===== src/rtl/synapse_accumulator.sv =====
// Synaptic weighting stage: snapshots N_PRE spike bits and sums one signed weight per set bit, one bit per cycle.
// Optional macro SYN_SAT_EN: the accumulator saturates to the signed 16-bit range instead of wrapping.
module synapse_accumulator #(
    parameter int                 N_PRE    = 8,
    parameter logic signed [15:0] W_RST    = 16'sh0010,
    parameter int                 T_WINDOW = 250,
    localparam int                AW       = (N_PRE > 1) ? $clog2(N_PRE) : 1,
    localparam int                CW       = (T_WINDOW > 1) ? $clog2(T_WINDOW) : 1
) (
    input  logic             clk,
    input  logic             rst,
    input  logic             en,
    input  logic [N_PRE-1:0] pre_spike,
    input  logic             wr_en,
    input  logic [AW-1:0]    wr_addr,
    input  logic [15:0]      wr_data,
    output logic             busy,
    output logic [15:0]      spiking_value,
    output logic             value_valid,
    output logic             window_done
);

    typedef enum logic [1:0] {IDLE, SCAN, EMIT} state_t;

    state_t           state_reg;
    state_t           state_next;
    logic [N_PRE-1:0] snap_reg;
    logic [AW-1:0]    idx_reg;
    logic [15:0]      acc_reg;
    logic [15:0]      acc_next;
    logic [15:0]      weight_sel;
    logic [CW-1:0]    win_cnt_reg;
    logic             last_idx;
    logic [15:0]      weight_arr [N_PRE];

    // Weights need a reset value, so they live in flops rather than block RAM.
    // Addresses >= N_PRE never match any gi, so such writes fall away.
    genvar gi;
    generate
        for (gi = 0; gi < N_PRE; gi++) begin : g_weight
            logic [15:0] weight_reg;

            always_ff @(posedge clk or negedge rst) begin
                if (!rst) begin
                    weight_reg <= W_RST;
                end else if (wr_en && (wr_addr == AW'(gi))) begin
                    weight_reg <= wr_data;
                end
            end

            assign weight_arr[gi] = weight_reg;
        end
    endgenerate

    // A write landing on the scanned index this cycle is not yet visible here.
    assign weight_sel = weight_arr[idx_reg];
    assign last_idx   = (idx_reg == AW'(N_PRE - 1));
    assign busy       = (state_reg != IDLE);

`ifdef SYN_SAT_EN
    logic [16:0] sum_wide;

    always_comb begin
        sum_wide = {acc_reg[15], acc_reg} + {weight_sel[15], weight_sel};
        if (sum_wide[16] != sum_wide[15]) begin
            acc_next = sum_wide[16] ? 16'h8000 : 16'h7FFF;
        end else begin
            acc_next = sum_wide[15:0];
        end
    end
`else
    assign acc_next = acc_reg + weight_sel;
`endif

    always_ff @(posedge clk or negedge rst) begin
        if (!rst) begin
            state_reg <= IDLE;
        end else begin
            state_reg <= state_next;
        end
    end

    always_comb begin
        state_next = state_reg;
        case (state_reg)
            IDLE:    if (en) state_next = SCAN;
            SCAN:    if (last_idx) state_next = EMIT;
            EMIT:    state_next = IDLE;
            default: state_next = IDLE;
        endcase
    end

    always_ff @(posedge clk or negedge rst) begin
        if (!rst) begin
            snap_reg      <= '0;
            idx_reg       <= '0;
            acc_reg       <= '0;
            win_cnt_reg   <= '0;
            spiking_value <= '0;
            value_valid   <= 1'b0;
            window_done   <= 1'b0;
        end else begin
            value_valid <= 1'b0;
            window_done <= 1'b0;
            case (state_reg)
                IDLE: begin
                    if (en) begin
                        snap_reg <= pre_spike;
                        acc_reg  <= '0;
                        idx_reg  <= '0;
                    end
                end
                SCAN: begin
                    if (snap_reg[idx_reg]) begin
                        acc_reg <= acc_next;
                    end
                    idx_reg <= idx_reg + AW'(1);
                end
                EMIT: begin
                    spiking_value <= acc_reg;
                    value_valid   <= 1'b1;
                    if (win_cnt_reg == CW'(T_WINDOW - 1)) begin
                        win_cnt_reg <= '0;
                        window_done <= 1'b1;
                    end else begin
                        win_cnt_reg <= win_cnt_reg + CW'(1);
                    end
                end
                default: ;
            endcase
        end
    end

endmodule


===== config.mk =====
export PLATFORM = sky130hd
export DESIGN_NAME = synapse_accumulator
export DESIGN_NICKNAME = d
export VERILOG_FILES = /design/src/rtl/synapse_accumulator.sv
export SDC_FILE = /design/constraint.sdc
export NUM_CORES = 1
export LEC_CHECK = 0
export ABC_AREA = 1
export BUFFER_PORTS_ARGS = -buffer_cell sky130_fd_sc_hd__buf_2
export CAP_MARGIN = 20
export CORE_MARGIN = 1.5
export CORE_UTILIZATION = 40
export CTS_CLUSTER_DIAMETER = 50
export DETAILED_ROUTE_END_ITERATION = 8
export PLACE_DENSITY_LB_ADDON = 0.12
export SLEW_MARGIN = 20
export SYNTH_ARGS = -nofsm -noshare
export SYNTH_HDL_FRONTEND = slang
export SYNTH_SLANG_ARGS = --single-unit

===== constraint.sdc =====
create_clock -name clk -period 2.3 [get_ports clk]
set_input_delay 0 -clock clk [delete_from_list [all_inputs] [get_ports clk]]
set_output_delay 0 -clock clk [all_outputs]
set_load 0.02 [all_outputs]

==> results.yml <==
floorplanning:
  core-area_mm2: 0.0218
  chipWidth_um: 152
  io_pins: 50
  die_h_um: 152
  dieArea_mm2: 0.0231
  rows: 54
  start_util_pct: 40.7
placed_design:
  gp_congestion: 0.902
  io_buffer_count: 49
  dp_hpwl_um: 15700
  dpl_cell_area_mm2: 0.00988
grt:
  grt_first_pass_wirelength_um: 38900
  grt_max_degree: 54
  gr-total-overflow: 0
  first_global_vias: 7332
  antenna_found_initial: 0
  grt_usage_pct: 21.1
power_and_ir_drop:
  fin_total_pwr_mw: 16.8
  peakVddDrop_v: 0.000572
  cellLeakagePower_nw: 5.42
  powerDensity_mw_per_mm2: 1490
worst_setup_path:
  cpPeakStageDelay_ns: 0.46
  worstPathCellList: "buf_8, buf_4, o21ai_1, o22ai_1, nor2_1, a31oi_1, buf_4, fa_2, nand2_2, nand2_2, o211ai_1, nand2_1, or2_4, nand3_2, nand2_1"
  r2r_slack_ns: -0.26
  cp-start-kind: "register"
  crit_fanout: 13
  cp.arrival_ns: 2.88
  crit_path_end_kind: "register"
  r2r_start: "idx_reg[0]$_DFFE_PN0P_"
  critPathKind: "register to register"
  r2r_cells: 15
  critPathLaunch: "idx_reg[0]$_DFFE_PN0P_"
  crit_slowest_cell: "dfrtp_2"
  crit_end: "acc_reg[8]$_DFFE_PN0P_"
  cp_data_required_time_ns: 2.62
  r2r-end: "acc_reg[8]$_DFFE_PN0P_"
detailed_routing:
  drt_iter0_drc: 444
  wl_per_cell_um: 15.7
  dr_total_vias: 7506
  drc_errors: 0
  ant_nets: 0
  routed_via_density: 5.02
  routed_wl_um: 23400
  firstDrtPassIters: 5
logic_synthesis:
  synth_most_common_cell: "nand2_1"
  async_reset_ff_share_pct: 100
  synth.top_cell.area_share_pct: 49.3
  synth_ff_type: "dfrtp_1"
  synthTopCellsByCount: "nand2_1, dfrtp_1, o21ai_0, nor2_1, inv_1"
  synth_area_leaders: "dfrtp_1, nand2_1, o21ai_0"
  yosysSeqAreaShare_pct: 51.7
  synth-seq-cells: 183
  synth_nets: 1129
  synth.cell_area_mm2: 0.00888
  yosysTopAreaCell: "dfrtp_1"
  synth-edff-count: 0
  avgSynthCellArea_um2: 8.23
  yosysWarnings: 0
  ys_types: 38
  synth_cells: 1078
cts:
  clock_sinks: 183
  cts_buffers: 17
  htree_levels: 4
  path_clk_slew_ns: 0.07
  cts_root_buf: "clkbuf_16"
  tritoncts: "built"
  clk_latency_ns: 0.44
  cts_buffer_depth: 2
run_status:
  status: "complete, but fails checks"
  failed_checks: "negative setup slack"
layout:
  syn_to_final_growth_pct: 26.6
  nets: 1254
  n_antenna_cell: 0
  largest_register_ffs: 128
  postLayoutCellArea_mm2: 0.0112
  drive_gt1_share_pct: 22.0
timing:
  slew_violations: 0
  slew_headroom_pct: 57.4
  finalHoldViolations: 0
  fin_tns_setup_ns: -1.83
  period_needed_ns: 2.56
  worst_pin_slew_ns: 0.637
  fin_ws_ns: -0.257
  rsz0062_at_grt: "yes"
  fin_crit_sh_pct: 111
  setup_viol: 13
  fmax_mhz: 391
  fin_skew_ns: 0.00990
run:
  drv_cap: 0
hold_path:
  min_path_type: "input pin to asynchronous set/reset pin"
cells by family after synthesis:
logic type	count (synthesis)	share of synthesized area, %
DFF	183	51.7
adders and majority gates	20	2.90
and+or+nand+nor	462	21.6
buffers and inverters	136	6.58
AOI/OAI and AO/OA	272	16.6
muxes	5	0.634
placed cells by master, fill, tap and decap left out, types with 5 or more instances in the layout:
master	Yosys	final
buf_4	2	69
o22ai_1	19	17
dfstp_2	8	8
ha_1	19	10
nand2_2	2	20
nor2_2	1	10
ha_4	0	8
mux2_1	5	5
o211ai_1	16	16
nand3_2	11	14
dfrtp_1	175	173
dlygate4sd3_1	0	25
o21ai_1	33	45
inv_1	77	75
a21oi_2	0	8
nor2_1	105	96
o21ai_0	156	136
clkinv_4	0	5
nand3_1	31	28
o21ai_2	0	8
a21oi_1	27	18
clkbuf_16	0	19
buf_12	0	12
nand2_1	295	277
buf_2	14	48
a31oi_1	15	12
what timing repair did:
item | 4_1_cts | 5_1_grt
pin swaps | 11 | 21
gates resized for setup | 47 | 53
hold buffers | 25 | 0
setup endpoints to repair | 13 | 13
gates cloned | 0 | 2
hold endpoints to repair | 285 | 0
buffers inserted | 9 | 4
final cells by class:
type                       instances  area (um^2)
clock buffer                      21          460
fill                            2052        10600
multi-input combinational        759         4010
timing repair buffer             162         1380
clock inverter                    11          139
inverter                          80          308
sequential                       183         4590
tap                              280          350
power breakdown:
group          internal [mW]  switching [mW]  leakage, nW
registers               4.06           0.585         2.27
clock network           1.68            1.32        0.286
logic                   4.19            4.96         2.87
layer usage:
layer,global-route usage [%],wire length [um],up-vias
met5,0,0,-
met4,5.92,335,0
met3,3.62,746,24
met2,33.9,11000,123
met1,29.3,11300,3557
li1,-,-,3802
per-stage QoR:
stage / worst slack (ns) / hold WS, ns / utilization (%) / instances
6_report: -0.257 / 0.0780 / 51.5 / 1496
3_3_place_gp: -0.329 / -0.000203 / 45.3 / 1424
2_1_floorplan: -0.134 / -0.296 / - / 1078
5_1_grt: -0.394 / 0.125 / 51.5 / 1496
3_5_place_dp: -0.322 / -0.000497 / 45.3 / 1424
4_1_cts: -0.184 / 0.0933 / 50.4 / 1490
how the worst min path moves through the flow:
| stage | start | end | depth (start not counted) |
|---|---|---|---|
| final | rst | win_cnt_reg[3]$_DFFE_PN0P_ | 2 |
| after global placement | rst | win_cnt_reg[5]$_DFFE_PN0P_ | 1 |
| after detailed placement | rst | win_cnt_reg[3]$_DFFE_PN0P_ | 1 |
| after global routing | rst | win_cnt_reg[3]$_DFFE_PN0P_ | 2 |
| after floorplan | rst | acc_reg[0]$_DFFE_PN0P_ | 0 |
| after CTS | rst | win_cnt_reg[3]$_DFFE_PN0P_ | 2 |
critical path, delay by kind of cell, from the launching register on:
family | cells | cell delay, ns
compound gates | 4 | 0.38
simple gates | 7 | 0.76
buf+inv | 3 | 0.46
flops | 1 | 0.46
fa+ha+maj | 1 | 0.39
(Power assumes the default switching activity.)
